<file path="config.mk">
export PLATFORM = sky130hd
export DESIGN_NAME = channel_poll_packer
export DESIGN_NICKNAME = d
export VERILOG_FILES = /design/src/rtl/channel_poll_packer.sv
export SDC_FILE = /design/constraint.sdc
export NUM_CORES = 1
export LEC_CHECK = 0
export CAP_MARGIN = 20
export CORE_AREA = 2 2 115 117
export CTS_CLUSTER_DIAMETER = 30
export DETAILED_ROUTE_END_ITERATION = 7
export DIE_AREA = 0 0 117 119
export PLACE_DENSITY = 0.75
export SETUP_SLACK_MARGIN = 0.02
export SYNTH_ARGS = -nofsm -noshare
export SYNTH_HDL_FRONTEND = slang
export SYNTH_SLANG_ARGS = --single-unit
export TNS_END_PERCENT = 20
</file>
<file path="constraint.sdc">
create_clock -name clk -period 3.35 [get_ports clk]
set_input_delay 0.67 -clock clk [delete_from_list [all_inputs] [get_ports clk]]
set_output_delay 0.67 -clock clk [all_outputs]
set_load 0.05 [all_outputs]
</file>
<file path="src/rtl/channel_poll_packer.sv">
// Round-robin poller: grants one full channel, drains BURST_LEN words via rdreq
// and frames them as SYNC_WORD, ID, data[...] on a valid/ready 16-bit stream.
// Ports: clk, rst_n (async low), fifo_full/data_in/rdreq per channel,
//        pkt_data/pkt_valid/pkt_ready/pkt_sop/pkt_eop stream, busy.
// Option: define CHECKSUM_EN to append a 16-bit sum word (ID + data) with eop.
module channel_poll_packer #(
    parameter int          CH_NUM    = 4,
    parameter int          BURST_LEN = 256,
    parameter int          RD_LAT    = 2,
    parameter logic [15:0] SYNC_WORD = 16'hEB90,
    parameter int          QDEPTH    = 4
) (
    input  logic                 clk,
    input  logic                 rst_n,
    input  logic [CH_NUM-1:0]    fifo_full,
    input  logic [16*CH_NUM-1:0] data_in,
    output logic [CH_NUM-1:0]    rdreq,
    output logic [15:0]          pkt_data,
    output logic                 pkt_valid,
    input  logic                 pkt_ready,
    output logic                 pkt_sop,
    output logic                 pkt_eop,
    output logic                 busy
);

    localparam int GW = (CH_NUM > 1) ? $clog2(CH_NUM) : 1;
    localparam int AW = $clog2(QDEPTH);
    localparam int CW = AW + 1;
    localparam int SW = CW + 1;
    localparam int IW = $clog2(BURST_LEN + 1);

    typedef enum logic [2:0] {
        IDLE,
        HDR,
        ID,
        DATA,
`ifdef CHECKSUM_EN
        CKS,
`endif
        WAIT
    } state_t;

    state_t          state;
    state_t          nxt;
    logic [GW-1:0]   grant;
    logic [GW-1:0]   rr;
    logic [GW-1:0]   scan;
    logic            scan_hit;
    logic [IW-1:0]   issued;
    logic [IW-1:0]   pushed;
    logic [CW-1:0]   count;
    logic [CW-1:0]   inflight;
    logic [RD_LAT-1:0] rd_pipe;
    logic [17:0]     mem [QDEPTH];
    logic [17:0]     head;
    logic [17:0]     din;
    logic [AW-1:0]   wptr;
    logic [AW-1:0]   rptr;
    logic            issue;
    logic            cap;
    logic            push;
    logic            pop;
    logic            last;
    logic [15:0]     cap_data;
    logic [15:0]     id_word;
`ifdef CHECKSUM_EN
    logic [15:0]     cks;
    logic            full;
    assign full = (count == CW'(QDEPTH));
`endif

    // Lowest offset from rr wins: the loop runs downward so it assigns last.
    always_comb begin
        scan_hit = 1'b0;
        scan     = '0;
        for (int i = CH_NUM - 1; i >= 0; i--) begin
            if (fifo_full[(int'(rr) + i) % CH_NUM]) begin
                scan_hit = 1'b1;
                scan     = GW'((int'(rr) + i) % CH_NUM);
            end
        end
    end

    // Credit: words queued plus reads outstanding never exceed QDEPTH.
    assign issue = (state == DATA) && (issued < IW'(BURST_LEN)) &&
                   (({1'b0, count} + {1'b0, inflight}) < SW'(QDEPTH));
    assign rdreq    = issue ? (CH_NUM'(1) << grant) : '0;
    assign cap      = rd_pipe[RD_LAT-1];
    assign cap_data = data_in[16*grant +: 16];
    assign last     = (pushed == IW'(BURST_LEN - 1));
    assign id_word  = {4'hA, 4'h0, 8'(grant)};

    assign head      = mem[rptr];
    assign pkt_valid = (count != '0);
    assign pkt_data  = pkt_valid ? head[15:0] : 16'h0;
    assign pkt_sop   = pkt_valid & head[17];
    assign pkt_eop   = pkt_valid & head[16];
    assign pop       = pkt_valid & pkt_ready;
    assign busy      = (state != IDLE);

    always_ff @(posedge clk or negedge rst_n) begin
        if (!rst_n) state <= IDLE;
        else        state <= nxt;
    end

    always_comb begin
        nxt  = state;
        push = 1'b0;
        din  = '0;
        unique case (state)
            IDLE: if (scan_hit) nxt = HDR;
            HDR: begin
                push = 1'b1;
                din  = {2'b10, SYNC_WORD};
                nxt  = ID;
            end
            ID: begin
                push = 1'b1;
                din  = {2'b00, id_word};
                nxt  = DATA;
            end
            DATA: begin
                if (cap) begin
                    push = 1'b1;
`ifdef CHECKSUM_EN
                    din = {2'b00, cap_data};
                    if (last) nxt = CKS;
`else
                    din = {1'b0, last, cap_data};
                    if (last) nxt = WAIT;
`endif
                end
            end
`ifdef CHECKSUM_EN
            CKS: begin
                din = {2'b01, cks};
                if (!full) begin
                    push = 1'b1;
                    nxt  = WAIT;
                end
            end
`endif
            WAIT: if (pop && pkt_eop) nxt = IDLE;
            default: nxt = IDLE;
        endcase
    end

    always_ff @(posedge clk or negedge rst_n) begin
        if (!rst_n) begin
            grant    <= '0;
            rr       <= '0;
            issued   <= '0;
            pushed   <= '0;
            inflight <= '0;
            rd_pipe  <= '0;
`ifdef CHECKSUM_EN
            cks      <= '0;
`endif
        end else begin
            if (state == IDLE && scan_hit) grant <= scan;
            if (state == WAIT && nxt == IDLE)
                rr <= (grant == GW'(CH_NUM - 1)) ? '0 : grant + GW'(1);
            if (state == HDR) begin
                issued <= '0;
                pushed <= '0;
            end
            if (issue) issued <= issued + IW'(1);
            if (state == DATA && cap) pushed <= pushed + IW'(1);
            inflight <= inflight + CW'(issue) - CW'(cap);
            rd_pipe[0] <= issue;
            for (int i = 1; i < RD_LAT; i++) rd_pipe[i] <= rd_pipe[i-1];
`ifdef CHECKSUM_EN
            if (state == HDR) cks <= '0;
            if (state == ID) cks <= cks + id_word;
            if (state == DATA && cap) cks <= cks + cap_data;
`endif
        end
    end

    always_ff @(posedge clk or negedge rst_n) begin
        if (!rst_n) begin
            wptr  <= '0;
            rptr  <= '0;
            count <= '0;
            for (int i = 0; i < QDEPTH; i++) mem[i] <= '0;
        end else begin
            if (push) begin
                mem[wptr] <= din;
                wptr      <= wptr + AW'(1);
            end
            if (pop) rptr <= rptr + AW'(1);
            count <= count + CW'(push) - CW'(pop);
        end
    end

endmodule

</file>
==> run summary, run 1 <==
run status = finished clean
worst min path class = flop to flop
Final Max Slew Viols = 0
largest net degree at the start of global routing = 68
Routed met3 length = 725 µm
first-pass GRT wire length = 21710 µm
# rows = 42
CTS tree = built
number of synthesized flops with an enable pin = 0
Mapped Cells = 507
dpl hpwl = 9776 µm
fin worst setup slack = 159.1 ps
worst vdd ir = 0.5331 mV
Crit path arrival time = 2520 ps
largest area contributor in the netlist = dfrtp_1
final hold violation count = 0
grt ovf = 0
Seq cells post-synth = 109
number of diodes = 0
Die Width = 117 µm
final setup fails = 0
final setup TNS = 0 ps
GPL Wtd Cong = 0.7929
initial antenna violation count = 0
Post-Syn Area = 0.005623 mm²
Post-DP Area = 0.006718 mm²
r2r endpoint = inflight[2]$_DFF_PN0_
Reg2Reg Setup Slack = 710 ps
achievable frequency = 313.4 MHz
WL met2 = 7188 µm
DR iter-0 viols = 246
Worst Setup Start Kind = flop
Slew HR = 40.43%
CTS Sinks = 109
clk_skew = 10.79 ps
synth unique cells = 47
final instance area = 0.007020 mm²
crit path max-delay cell type = clkdlybuf4s50_1
Setup crit end kind = output port
Seq/Total Area, Yosys = 48.51%
maxcap violations = 0
Starting Density = 43.67%
Hold Slack = 355.0 ps
Routed WL per cell = 17.31 µm
worst-margin pin slew = 891.6 ps
dpl ws = 516.9 ps
crit path kind = flop to output port
drt total wl = 13490 µm
die area = 0.01392 mm²
TritonRoute pass-1 iters = 5
Worst Min Path Start = rd_pipe[0]$_DFF_PN0_
top sig layer = met4
Tcrit/Tclk final = 95.25%
share of Yosys cell area claimed by the top area cell type = 48.51%
port bufs = 94
power density cells = 884.9 mW/mm²
Synth-to-Final Area Change = 24.86%
Clock Path Buffers = 2
syn avg cell area = 11.09 µm²
Yosys Warn Count = 0
FF-to-FF path depth = 10
antenna viol nets, final = 0
fillers = 1093
All-Layer GR Usage = 20.10%
most frequent cells after synthesis = dfrtp_1 (109), nand2_1 (55), nor2_1 (42), o21ai_0 (39)
via count = 4336
Residual DRC = 0
nets = 688
Critical Path Source = count[2]$_DFF_PN0_
M1 WL = 5353 µm
total CTS buffers = 9
Mapped Nets = 597
clk root buf = clkbuf_16
RSZ-0062 raised after global routing = no
Final min period = 3191 ps
CP Capture Point = rdreq[0]
Clock Latency Late Sink = 350 ps
# IOs = 95
r2r startpoint = count[2]$_DFF_PN0_
most common flop cell mapped by yosys = dfrtp_1
Leakage = 3.018 nW
dominant cells by area after synthesis = dfrtp_1 (49%), mux4_2 (14%), ha_1 (3.8%), nand2_1 (3.7%), o21ai_0 (3.5%)
die height = 119 µm
# hold bufs at CTS = 0
Data required, critical path = 2680 ps
total power draw = 6.212 mW
Core Region = 0.01287 mm²
vias in the first global route = 4541
asr flop ratio synth = 100.0%
critical path's largest stage delay = 800 ps
count leader, synth = dfrtp_1
H-tree levels = 3
crit-path cells = ha_1, nor3_1, nand3_1, clkinv_1, and2_1, clkdlybuf4s50_1
critical path fanouts, max = 6
detailed-route vias per instance = 5.566
register clock-pin slew on the reported worst setup and hold paths = 70 ps
share of cells above drive strength 1 = 16.75%
## layout make-up
type                            count  area [µm²]  share of cell area (%)
Clock buffer                       10       229.0                   3.261
Sequential cell                   109        2728                   38.85
Clock inverter                      6       71.32                   1.016
Multi-Input combinational cell    352        2698                   38.42
Inverter                           15       56.30                  0.8020
Tap cell                          176       220.2                   3.137
Timing Repair Buffer              111        1018                   14.51
## worst max-delay path: cells and delay by family, from the launching register on
kind | cells | cell delay (ps)
flip-flops | 1 | 410
buffers and inverters | 2 | 930
AND/OR/NAND/NOR | 3 | 550
adder cells (fa/ha/maj) | 1 | 300
## how the worst min path moves through the flow
| stage | slack (ps) | depth (start not counted) | to |
|---|---|---|---|
| finish | 350 | 0 | rd_pipe[1]$_DFF_PN0_ |
| global route | 370 | 0 | rd_pipe[1]$_DFF_PN0_ |
| CTS | 350 | 0 | rd_pipe[1]$_DFF_PN0_ |
| detailed placement | 340 | 0 | rd_pipe[1]$_DFF_PN0_ |
| global placement | 340 | 0 | rd_pipe[1]$_DFF_PN0_ |
| floorplan | 330 | 0 | rd_pipe[1]$_DFF_PN0_ |
## layout by cell type, fill, tap and decap left out, types with 3 or more instances in the layout
cell type | netlist | routed
clkdlybuf4s50_1 | 0 | 72
a22o_1 | 6 | 6
nand4_1 | 4 | 4
o21ai_0 | 39 | 39
a211o_1 | 3 | 3
clkbuf_16 | 0 | 9
a31oi_1 | 10 | 10
nor2_1 | 42 | 42
dfrtp_1 | 109 | 109
mux4_2 | 34 | 34
mux2_2 | 9 | 9
mux2i_1 | 3 | 3
nand3_1 | 15 | 15
nor3b_1 | 4 | 4
buf_4 | 2 | 38
and3_1 | 7 | 7
nor3_1 | 6 | 6
ha_1 | 17 | 17
or3_1 | 4 | 4
inv_1 | 14 | 14
and2_1 | 23 | 23
nand2_1 | 55 | 55
a21oi_1 | 34 | 34
o31ai_1 | 3 | 3
xnor2_1 | 6 | 6
## flip-flops by register name, indices dropped and copies added (netlist names)
| register | count |
|---|---|
| count | 3 |
| inflight | 3 |
| state | 3 |
| wptr | 2 |
| grant | 2 |
| rd_pipe | 2 |
| issued | 9 |
| rptr | 2 |
| mem | 72 |
| rr | 2 |
| pushed | 9 |
## layer usage
| metal | vias up | track usage, % |
|---|---|---|
| met4 | 0 | 5.735 |
| met1 | 2182 | 25.26 |
| met3 | 19 | 3.359 |
| li1 | 2012 | - |
| met2 | 123 | 35.44 |
| met5 | - | 0 |
## power by group
| group | leakage [nW] | internal (mW) | switching (mW) |
|---|---|---|---|
| Clock | 0.139 | 0.585 | 0.481 |
| Combinational | 1.49 | 1.27 | 1.72 |
| Sequential | 1.38 | 1.81 | 0.345 |
| Total | 3.02 | 3.67 | 2.55 |
## metrics by stage
step	instances	util [%]
2_1_floorplan	507	-
3_3_place_gp	763	52.18
3_5_place_dp	763	52.18
4_1_cts	779	54.51
5_1_grt	779	54.53
6_report	779	54.53
## kinds of logic after synthesis
logic type	after synthesis	synth area share, %
AOI/OAI and AO/OA	106	11.06
muxes	48	16.49
buffers and inverters	46	3.516
xor gates and xnor gates	8	1.246
and+or+nand+nor	171	14.69
DFF	109	48.51
adders and majority gates	19	4.495
## timing repair
item	CTS	global route
setup buffers	0	0
gates resized for setup	0	1
setup endpoints to repair	0	1
Note: power is estimated with default switching activity, not from simulation.
==> inputs of run 2 (changes only) <==
Settings changed: CTS_CLUSTER_DIAMETER 30 to 150.
==> results of run 2 <==
Final layout, timing and power as in run 1 (identical DEF).
